`config.mk`:
```
export PLATFORM = sky130hd
export DESIGN_NAME = reg_file_arbiter
export DESIGN_NICKNAME = d
export VERILOG_FILES = /design/src/rtl/reg_file_arbiter_pkg.sv /design/src/rtl/reg_file_arbiter_rr_arb2.sv /design/src/rtl/reg_file_arbiter.sv
export SDC_FILE = /design/constraint.sdc
export NUM_CORES = 1
export LEC_CHECK = 0
export ABC_AREA = 1
export CORE_MARGIN = 10
export CORE_UTILIZATION = 30
export CTS_CLUSTER_SIZE = 16
export DETAILED_ROUTE_END_ITERATION = 10
export GPL_TIMING_DRIVEN = 0
export PLACE_DENSITY = 0.67
export SYNTH_ARGS = -nofsm -noshare
export SYNTH_HDL_FRONTEND = slang
export SYNTH_HIERARCHICAL = 1
export SYNTH_SLANG_ARGS = --single-unit
```
`constraint.sdc`:
```
create_clock -name clk -period 2.4 [get_ports clk]
set_input_delay 0.24 -clock clk [delete_from_list [all_inputs] [get_ports clk]]
set_output_delay 0.24 -clock clk [all_outputs]
set_load 0.05 [all_outputs]
```
`src/rtl/reg_file_arbiter_pkg.sv`:
```
// Shared types and defaults for the register-file arbiter and its round-robin picker.
package reg_file_arbiter_pkg;

    localparam int unsigned DATA_WIDTH_DEF = 8;
    localparam int unsigned ADDR_WIDTH_DEF = 4;
    localparam int unsigned TIMEOUT_DEF    = 15;
    localparam int unsigned LOCK_BOUND_DEF = 4;

    typedef enum logic [1:0] {
        ST_IDLE    = 2'd0,
        ST_ISSUE   = 2'd1,
        ST_RD_WAIT = 2'd2,
        ST_RESP    = 2'd3
    } arb_state_t;

    // Width of a saturating counter that must be able to hold the value t.
    function automatic int unsigned cnt_width(input int unsigned t);
        return (t < 1) ? 1 : $clog2(t + 1);
    endfunction

endpackage

```
`src/rtl/reg_file_arbiter_rr_arb2.sv`:
```
// Two-requester round-robin picker; remembers the last winner so contention alternates.
module reg_file_arbiter_rr_arb2
    import reg_file_arbiter_pkg::*;
(
    input  logic       clk,
    input  logic       RST,
    input  logic       i_req_0,
    input  logic       i_req_1,
    input  logic       i_adv,
    output logic [1:0] o_sel_c
);

    logic r_last_gnt;

    // One-hot select; on contention the port that did not win last time goes first.
    always_comb begin
        o_sel_c = 2'b00;
        if (i_req_0 && i_req_1) begin
            o_sel_c = r_last_gnt ? 2'b01 : 2'b10;
        end else if (i_req_0) begin
            o_sel_c = 2'b01;
        end else if (i_req_1) begin
            o_sel_c = 2'b10;
        end
    end

    always_ff @(posedge clk or negedge RST) begin
        if (!RST) begin
            r_last_gnt <= 1'b1;
        end else if (i_adv && (i_req_0 || i_req_1)) begin
            r_last_gnt <= o_sel_c[1];
        end
    end

endmodule

```
`src/rtl/reg_file_arbiter.sv`:
```
// Shares the single-port register file between the system controller (port 0)
// and the config/debug master (port 1); port 1 may not write the protected low addresses.
module reg_file_arbiter
    import reg_file_arbiter_pkg::*;
#(
    parameter int unsigned DATA_WIDTH = DATA_WIDTH_DEF,
    parameter int unsigned ADDR_WIDTH = ADDR_WIDTH_DEF,
    parameter int unsigned TIMEOUT    = TIMEOUT_DEF,
    parameter int unsigned LOCK_BOUND = LOCK_BOUND_DEF
)(
    input  logic                  clk,
    input  logic                  RST,
    input  logic                  req_0,
    input  logic                  req_1,
    input  logic                  we_0,
    input  logic                  we_1,
    input  logic [ADDR_WIDTH-1:0] addr_0,
    input  logic [ADDR_WIDTH-1:0] addr_1,
    input  logic [DATA_WIDTH-1:0] wdata_0,
    input  logic [DATA_WIDTH-1:0] wdata_1,
    output logic                  gnt_0,
    output logic                  gnt_1,
    output logic [DATA_WIDTH-1:0] rdata_0,
    output logic [DATA_WIDTH-1:0] rdata_1,
    output logic                  rvalid_0,
    output logic                  rvalid_1,
    output logic                  err_0,
    output logic                  err_1,
    output logic                  WrEn,
    output logic                  RdEn,
    output logic [ADDR_WIDTH-1:0] Address,
    output logic [DATA_WIDTH-1:0] WrData,
    input  logic [DATA_WIDTH-1:0] RdData,
    input  logic                  RdData_Valid
);

    localparam int unsigned CNT_W  = cnt_width(TIMEOUT);
    localparam logic [CNT_W-1:0] TO_VAL = CNT_W'(TIMEOUT);

    arb_state_t            r_state, w_state_nxt;
    logic                  r_owner, w_owner_nxt;
    logic                  r_we, w_we_nxt;
    logic [CNT_W-1:0]      r_cnt, w_cnt_nxt, w_cnt_inc;
    logic [1:0]            r_gnt, w_gnt_nxt;
    logic [1:0]            r_rvalid, w_rvalid_nxt;
    logic [1:0]            r_err, w_err_nxt;
    logic [DATA_WIDTH-1:0] r_rdata0, w_rdata0_nxt;
    logic [DATA_WIDTH-1:0] r_rdata1, w_rdata1_nxt;
    logic                  r_wren, w_wren_nxt;
    logic                  r_rden, w_rden_nxt;
    logic [ADDR_WIDTH-1:0] r_addr, w_addr_nxt;
    logic [DATA_WIDTH-1:0] r_wrdata, w_wrdata_nxt;

    logic [1:0]            w_sel;
    logic                  w_adv;
    logic                  w_sel_port;
    logic                  w_sel_we;
    logic [ADDR_WIDTH-1:0] w_sel_addr;
    logic [DATA_WIDTH-1:0] w_sel_wdata;
    logic                  w_sel_locked;
    logic [DATA_WIDTH-1:0] w_resp_data;
    logic                  w_resp_go;
    logic                  w_resp_err;

    reg_file_arbiter_rr_arb2 u_rr_arb2 (
        .clk     (clk),
        .RST     (RST),
        .i_req_0 (req_0),
        .i_req_1 (req_1),
        .i_adv   (w_adv),
        .o_sel_c (w_sel)
    );

    // Fields of whichever port the picker selected this cycle.
    always_comb begin
        w_sel_port   = w_sel[1];
        w_sel_we     = w_sel[1] ? we_1    : we_0;
        w_sel_addr   = w_sel[1] ? addr_1  : addr_0;
        w_sel_wdata  = w_sel[1] ? wdata_1 : wdata_0;
        w_sel_locked = w_sel[1] && (32'(w_sel_addr) < LOCK_BOUND);
    end

    // Counter saturates at TIMEOUT; the read aborts once TIMEOUT cycles were spent waiting.
    always_comb begin
        w_cnt_inc   = (r_cnt >= TO_VAL) ? r_cnt : r_cnt + CNT_W'(1);
        w_resp_go   = 1'b0;
        w_resp_err  = 1'b0;
        w_resp_data = '0;
        if (RdData_Valid) begin
            w_resp_go   = 1'b1;
            w_resp_data = RdData;
        end else if (w_cnt_inc >= TO_VAL) begin
            w_resp_go   = 1'b1;
            w_resp_err  = 1'b1;
        end
    end

    // Next state and next registered outputs; outputs for a state are loaded on entry to it.
    always_comb begin
        w_state_nxt  = r_state;
        w_owner_nxt  = r_owner;
        w_we_nxt     = r_we;
        w_cnt_nxt    = r_cnt;
        w_adv        = 1'b0;
        w_gnt_nxt    = 2'b00;
        w_rvalid_nxt = 2'b00;
        w_err_nxt    = 2'b00;
        w_rdata0_nxt = r_rdata0;
        w_rdata1_nxt = r_rdata1;
        w_wren_nxt   = 1'b0;
        w_rden_nxt   = 1'b0;
        w_addr_nxt   = r_addr;
        w_wrdata_nxt = r_wrdata;

        unique case (r_state)
            ST_IDLE: begin
                if (w_sel != 2'b00) begin
                    w_adv                 = 1'b1;
                    w_owner_nxt           = w_sel_port;
                    w_we_nxt              = w_sel_we;
                    w_addr_nxt            = w_sel_addr;
                    w_gnt_nxt[w_sel_port] = 1'b1;
                    w_state_nxt           = ST_ISSUE;
                    if (!w_sel_we) begin
                        w_rden_nxt = 1'b1;
                    end else if (w_sel_locked) begin
                        w_err_nxt[1] = 1'b1;
                    end else begin
                        w_wren_nxt   = 1'b1;
                        w_wrdata_nxt = w_sel_wdata;
                    end
                end
            end

            ST_ISSUE: begin
                if (r_we) begin
                    w_state_nxt = ST_IDLE;
                end else begin
                    w_cnt_nxt   = '0;
                    w_state_nxt = ST_RD_WAIT;
                end
            end

            ST_RD_WAIT: begin
                w_cnt_nxt = w_cnt_inc;
                if (w_resp_go) begin
                    w_state_nxt            = ST_RESP;
                    w_rvalid_nxt[r_owner]  = 1'b1;
                    w_err_nxt[r_owner]     = w_resp_err;
                    if (r_owner) begin
                        w_rdata1_nxt = w_resp_data;
                    end else begin
                        w_rdata0_nxt = w_resp_data;
                    end
                end
            end

            ST_RESP: begin
                w_state_nxt = ST_IDLE;
            end

            default: begin
                w_state_nxt = ST_IDLE;
            end
        endcase
    end

    always_ff @(posedge clk or negedge RST) begin
        if (!RST) begin
            r_state  <= ST_IDLE;
            r_owner  <= 1'b0;
            r_we     <= 1'b0;
            r_cnt    <= '0;
            r_gnt    <= 2'b00;
            r_rvalid <= 2'b00;
            r_err    <= 2'b00;
            r_rdata0 <= '0;
            r_rdata1 <= '0;
            r_wren   <= 1'b0;
            r_rden   <= 1'b0;
            r_addr   <= '0;
            r_wrdata <= '0;
        end else begin
            r_state  <= w_state_nxt;
            r_owner  <= w_owner_nxt;
            r_we     <= w_we_nxt;
            r_cnt    <= w_cnt_nxt;
            r_gnt    <= w_gnt_nxt;
            r_rvalid <= w_rvalid_nxt;
            r_err    <= w_err_nxt;
            r_rdata0 <= w_rdata0_nxt;
            r_rdata1 <= w_rdata1_nxt;
            r_wren   <= w_wren_nxt;
            r_rden   <= w_rden_nxt;
            r_addr   <= w_addr_nxt;
            r_wrdata <= w_wrdata_nxt;
        end
    end

    assign gnt_0    = r_gnt[0];
    assign gnt_1    = r_gnt[1];
    assign rvalid_0 = r_rvalid[0];
    assign rvalid_1 = r_rvalid[1];
    assign err_0    = r_err[0];
    assign err_1    = r_err[1];
    assign rdata_0  = r_rdata0;
    assign rdata_1  = r_rdata1;
    assign WrEn     = r_wren;
    assign RdEn     = r_rden;
    assign Address  = r_addr;
    assign WrData   = r_wrdata;

endmodule

```
After elaboration in Yosys (flattened, before gate mapping)
Index checks and enable logic that the tools add are counted.
Storage, ports and cells
  register bits after elaboration: 45
  input bits: 39
  output and inout bits: 36
  logic and storage cells: 87
Operators by class
  add/subtract/negate cells: 1
  $lt $le $gt $ge: 7
  equality and inequality tests: 6
  mux-type cells: 41
  bitwise logic cells: 3
  reductions and logical operators: 15
Operators with widths (count)
  2-to-1 mux 2 bit: 12
  2-to-1 mux 1 bit: 19
  2-to-1 mux 8 bit: 2
  2-to-1 mux 4 bit: 3
  greater-or-equal comparator 4 bit (second input constant): 2
  one-hot mux 2 bit (4 select lines): 1
  one-hot mux 4 bit (2 select lines): 1
  inequality test 2 bit (second input constant): 3
  AND reduction 2 bit: 3
  AND reduction 3 bit: 2
  logical AND 1 bit: 5
  adder 4 x 1 -> 4 bit (second input constant): 1
  equality test 2 bit (second input constant): 2
  < comparator 1 x 2 -> 1 bit (second input constant): 2
  < comparator 4 x 3 -> 1 bit (second input constant): 1
  AND reduction 4 bit: 1
  nonzero test 2 bit: 2
  bitwise AND 2 bit: 1
  demux 1 bit (select 1 bit): 2
  equality test 2 x 1 -> 1 bit (second input constant): 1
  greater-or-equal comparator 1 bit (second input constant): 2
  zero test 2 bit: 1
  NOT 1 bit: 2
  one-hot mux 1 bit (2 select lines): 1
  logical OR 1 bit: 1

Logic depth before layout (Yosys ltp)
  depth after elaboration: 10
  mapped depth: 11
  gate-level depth less buffers: 11

Modules after synthesis
The synthesis kept the hierarchy.
Modules (own cells, without submodules)
  reg_file_arbiter: instances 1, cells an instance 223, area an instance 1950.6 um2
  reg_file_arbiter_rr_arb2: instances 1, cells an instance 8, area an instance 61.3 um2

Worst setup path before layout
No wires, ideal clock.
  path kind: register to register
  start point: register u_rr_arb2.r_last_gnt
  end point: register r_wrdata[6] (netlist: WrData[6])
  library setup time: 0.081 ns
  arrival: 1.649 ns
  setup slack: 0.670 ns
  cell stages (with the launch flop): 9
  buffers on the path: 1
  period minus slack after synthesis: 1.730 ns
  cell sequence: dfstp_2 -> a21boi_0 -> nor2_1 -> nor2_2 -> nand2_2 -> a21oi_4 -> buf_6 -> nor2_1 -> a31oi_2
Between the ends
  cells in the longest elaborated chain, start to end: 7
  elaborated cells on any way between the ends: 10
  those cells by class: 1 x order compare; 5 x mux; 1 x bitwise; 3 x reduce/logical
RTL lines
  start, declared: RTL line reg_file_arbiter_rr_arb2.sv:13  | logic r_last_gnt;
  start signal, assigned: RTL line reg_file_arbiter_rr_arb2.sv:31  | r_last_gnt <= o_sel_c[1];
  2-to-1 mux 2 bit (*): RTL line reg_file_arbiter_rr_arb2.sv:19  | o_sel_c = r_last_gnt ? 2'b01 : 2'b10;
  2-to-1 mux 2 bit (*): RTL line reg_file_arbiter_rr_arb2.sv:18  | if (i_req_0 && i_req_1) begin
  named net w_sel[1]: RTL line reg_file_arbiter.sv:54  | logic [1:0] w_sel;
  2-to-1 mux 4 bit: RTL line reg_file_arbiter.sv:78  | w_sel_addr = w_sel[1] ? addr_1 : addr_0;
  < comparator 4 x 3 -> 1 bit: RTL line reg_file_arbiter.sv:80  | w_sel_locked = w_sel[1] && (32'(w_sel_addr) < LOCK_BOUND);
  logical AND 1 bit: RTL line reg_file_arbiter.sv:80
  NOT 1 bit (no line)
  AND reduction 4 bit (no line)
  end signal, assigned: RTL line reg_file_arbiter.sv:196  | r_wrdata <= w_wrdata_nxt;
  end, declared: RTL line reg_file_arbiter.sv:52  | logic [DATA_WIDTH-1:0] r_wrdata, w_wrdata_nxt;
Mark *: on every way through the listed nets, which the timed path passes. The rest lies on a longest branch.
A chain may end at the register's enable or synchronous reset.

Worst setup path in the final report
  start point: input req_1
  end point: register r_wrdata[6] (netlist: WrData[6])
Between the ends
  cells in the longest elaborated chain, start to end: 8
  elaborated cells on any way between the ends: 12
  those cells by class: 1 x order compare; 6 x mux; 1 x bitwise; 4 x reduce/logical
RTL lines
  start, declared: RTL line reg_file_arbiter.sv:14  | input logic req_1,
  2-to-1 mux 2 bit: RTL line reg_file_arbiter_rr_arb2.sv:22  | end else if (i_req_1) begin
  2-to-1 mux 2 bit: RTL line reg_file_arbiter_rr_arb2.sv:20  | end else if (i_req_0) begin
  2-to-1 mux 2 bit (*): RTL line reg_file_arbiter_rr_arb2.sv:18
  named net w_sel[1]: RTL line reg_file_arbiter.sv:54
  2-to-1 mux 4 bit: RTL line reg_file_arbiter.sv:78
  < comparator 4 x 3 -> 1 bit: RTL line reg_file_arbiter.sv:80
  logical AND 1 bit: RTL line reg_file_arbiter.sv:80
  NOT 1 bit (no line)
  AND reduction 4 bit (no line)
Marks and branches as above.

==> results_dict.tcl <==
set metrics [dict create \
    outcome "complete, no violations" \
    yosys_register_bits 45 \
    insertion_delay_ns 0.29 \
    syn-num-nets 271 \
    max_freq_mhz 526 \
    yosysMostFrequentCell "nand2_1" \
    antenna_found_initial 0 \
    crit_chain "clkdlybuf4s50_1, a21boi_1, inv_2, nor2_1, a21oi_4, buf_6, nor2_1, a31oi_2" \
    switching_share 0.480 \
    synth.area.top_cells "dfrtp_1 (55%), nand2_1 (14%), nand4_1 (5.6%)" \
    die_area_um2 10400 \
    slew_headroom 0.641 \
    cpLargestDelayFamily "buffers and inverters" \
    arrival_ns 2.08 \
    drtIter0Drc 95 \
    place_congestion 0.767 \
    synthArstFlopShare 1.00 \
    diodes 0 \
    ant_nets 0 \
    grt_pass1_wl_mm 8.67 \
    whs_ns 0.313 \
    drv_cap 0 \
    placementRows 29 \
    hold_path_class "in -> reg" \
    rsz0062_at_grt "false" \
    setup_viol 0 \
    dp.cells 382 \
    yosysSeqAreaShare 0.560 \
    fillers 629 \
    clkSinkCount 45 \
    p_per_area_nw_per_um2 1370 \
    hold-path-cell-count 3 \
    finalCriticalPeriod_ns 1.90 \
    syn_to_final_growth_pct 47.9 \
    drv_slew 0 \
    start_util 0.313 \
    cp.depth 8 \
    min_period_over_period 0.792 \
    critPathBufInv 3 \
    place_hpwl_mm 4.26 \
    cts_made_buffers 5 \
    htree_num_levels 2 \
    netlist_area_um2 2010 \
    clock_path_buffers 2 \
    wl_per_cell_um 13.5 \
    grt_max_degree 31 \
    synth_area_leader_cell "dfrtp_1" \
    total_power_w 0.00407 \
    hold_viol 0 \
    power.share.sequential 0.303 \
    crit_path_max_fanout 10 \
    io_pins 75 \
    skew_ns 0.00833 \
    cp_common_cell "nor2_1" \
    start_kind "primary input" \
    fin_nets 353 \
    place_ws_ns -0.0618 \
    tritoncts "yes" \
    synth_cells 231 \
    grt_pass1_vias 1850 \
    track_usage 0.104 \
    clk_pin_slew_ns 0.09 \
    comb_power_share 0.559 \
    fin_cells 391 \
    p_leak_nw 1.39 \
    synth_top_area_share 0.547 \
    worst_ep_required_time_ns 2.58 \
    core_um2 6420 \
    portBuffers 73 \
    worstRegToRegCells 7 \
    viasPerCell 4.53 \
    irDropWorstVdd_mv 0.549 \
    internal_power_w 0.00212 \
    slowest_delay_ns 0.51 \
    worst_setup_path_end_kind "flip-flop" \
    drc 0 \
    vias 1773 \
    cpMaxStageDelayCell "clkdlybuf4s50_1" \
    path_class "in -> reg" \
    cts_setup_buffers 0 \
    first_pass_iters 4 \
    tightestPinTransition_ns 0.537 \
    synth_common_cells "nand2_1 (75), dfrtp_1 (44), nor2_1 (28), nand4_1 (18)" \
    yosysWarnings 6 \
    drive_above_1_share 0.0987 \
    die_w_um 102 \
    p_switching_w 0.00195 \
    root_buffer "clkbuf_8" \
    fin_ws_ns 0.500 \
    routed_wl_mm 5.27 \
    overflow 0 \
    synth_flop_cell "dfrtp_1" \
    avgSynthCellArea_um2 8.71 \
    die_height_um 102 \
    synthDistinctLibCells 26 \
    synth_edf_count 0 \
    pwr-share-clk 0.139 \
]
## flip-flops by register name, indices dropped and copies added, names as in the netlist, 2 cells and up, named ones only
register,count
r_err,2
rdata_1,8
rdata_0,8
WrData,8
r_cnt,4
r_gnt,2
r_rvalid,2
Address,4
## worst reg2reg max path, stage by stage, from the launching register on
cell and delay, ns:
dfstp_2 0.38, a21boi_1 0.42, inv_2 0.14, nor2_1 0.30, a21oi_4 0.14, buf_6 0.16, nor2_1 0.11, a31oi_2 0.04
## power groups by stage
stage | Sequential [W] | Combinational [W] | Clock [W]
floorplan | 0.00210 | 0.000667 | 0
global placement | 0.00124 | 0.00228 | 0
detailed placement | 0.00125 | 0.00230 | 0
CTS | 0.00123 | 0.00230 | 0.000593
global route | 0.00128 | 0.00247 | 0.000621
finish | 0.00123 | 0.00227 | 0.000564
## placed cells by master (no fill, tap or decap), drive strengths merged
cell | synthesis | final
buf | 6 | 8
a21boi | 2 | 2
clkdlybuf4s50 | 0 | 72
o21ai | 2 | 2
inv | 19 | 19
o31ai | 1 | 1
a31oi | 11 | 11
nand4 | 18 | 18
clkinv | 0 | 1
dfrtp | 44 | 44
dfstp | 1 | 1
bufinv | 0 | 1
nand2 | 77 | 77
nor2 | 29 | 29
o21bai | 1 | 1
dlygate4sd3 | 0 | 1
clkbuf | 5 | 11
o22ai | 4 | 4
a21oi | 1 | 1
nand3 | 9 | 9
ha | 1 | 1
## final cells by class
type	instances	area [µm²]	area share
Multi-Input combinational cell	156	757	0.254
Clock buffer	6	72.6	0.0244
Sequential cell	45	1130	0.379
Inverter	19	71.3	0.0240
Tap cell	77	96.3	0.0324
Clock inverter	2	38.8	0.0130
Timing Repair Buffer	75	756	0.254
Buffer	11	56.3	0.0189
## layer usage
metal / vias up / track usage / wire [µm]
li1: 922 / - / -
met3: 7 / 0.0601 / 618
met1: 790 / 0.115 / 2210
met2: 54 / 0.166 / 2380
met4: 0 / 0.0358 / 66
met5: - / 0 / 0
## timing repair
action | in CTS | in global routing
endpoints found under the setup margin | 0 | 1
hold buffers | 1 | 0
hold endpoints to repair | 15 | 0
resized for setup | 0 | 1
## metrics by stage
step	setup TNS (ns)	utilization	cell area (µm²)
finish	0	0.463	2980
global route	0	0.463	2980
CTS	0	0.463	2980
detailed placement	-0.0781	0.444	2850
global placement	-8.22	0.442	2840
floorplan	0	-	2010
## path summary, 6_finish.rpt
check	start	endpoint	slack (ns)
min in group asynchronous	RST	r_err[0]	0.40
worst min register to register	rdata_1[6]	rdata_1[6]	0.47
worst max-delay path	req_1	WrData[6]	0.50
max in group asynchronous	RST	u_rr_arb2/r_last_gnt	1.45
worst max register to register	u_rr_arb2/r_last_gnt	WrData[6]	0.61
worst min-delay path	RdData_Valid	rdata_1[1]	0.31
## cells by family after synthesis
group / Yosys count / synth area share
AO/OA/AOI/OAI: 22 / 0.0777
adder cells (fa/ha/maj): 1 / 0.00622
buffers and inverters: 30 / 0.0634
flip-flops: 45 / 0.560
AND/OR/NAND/NOR: 133 / 0.292
No activity file was read; power rests on OpenSTA's default activity.
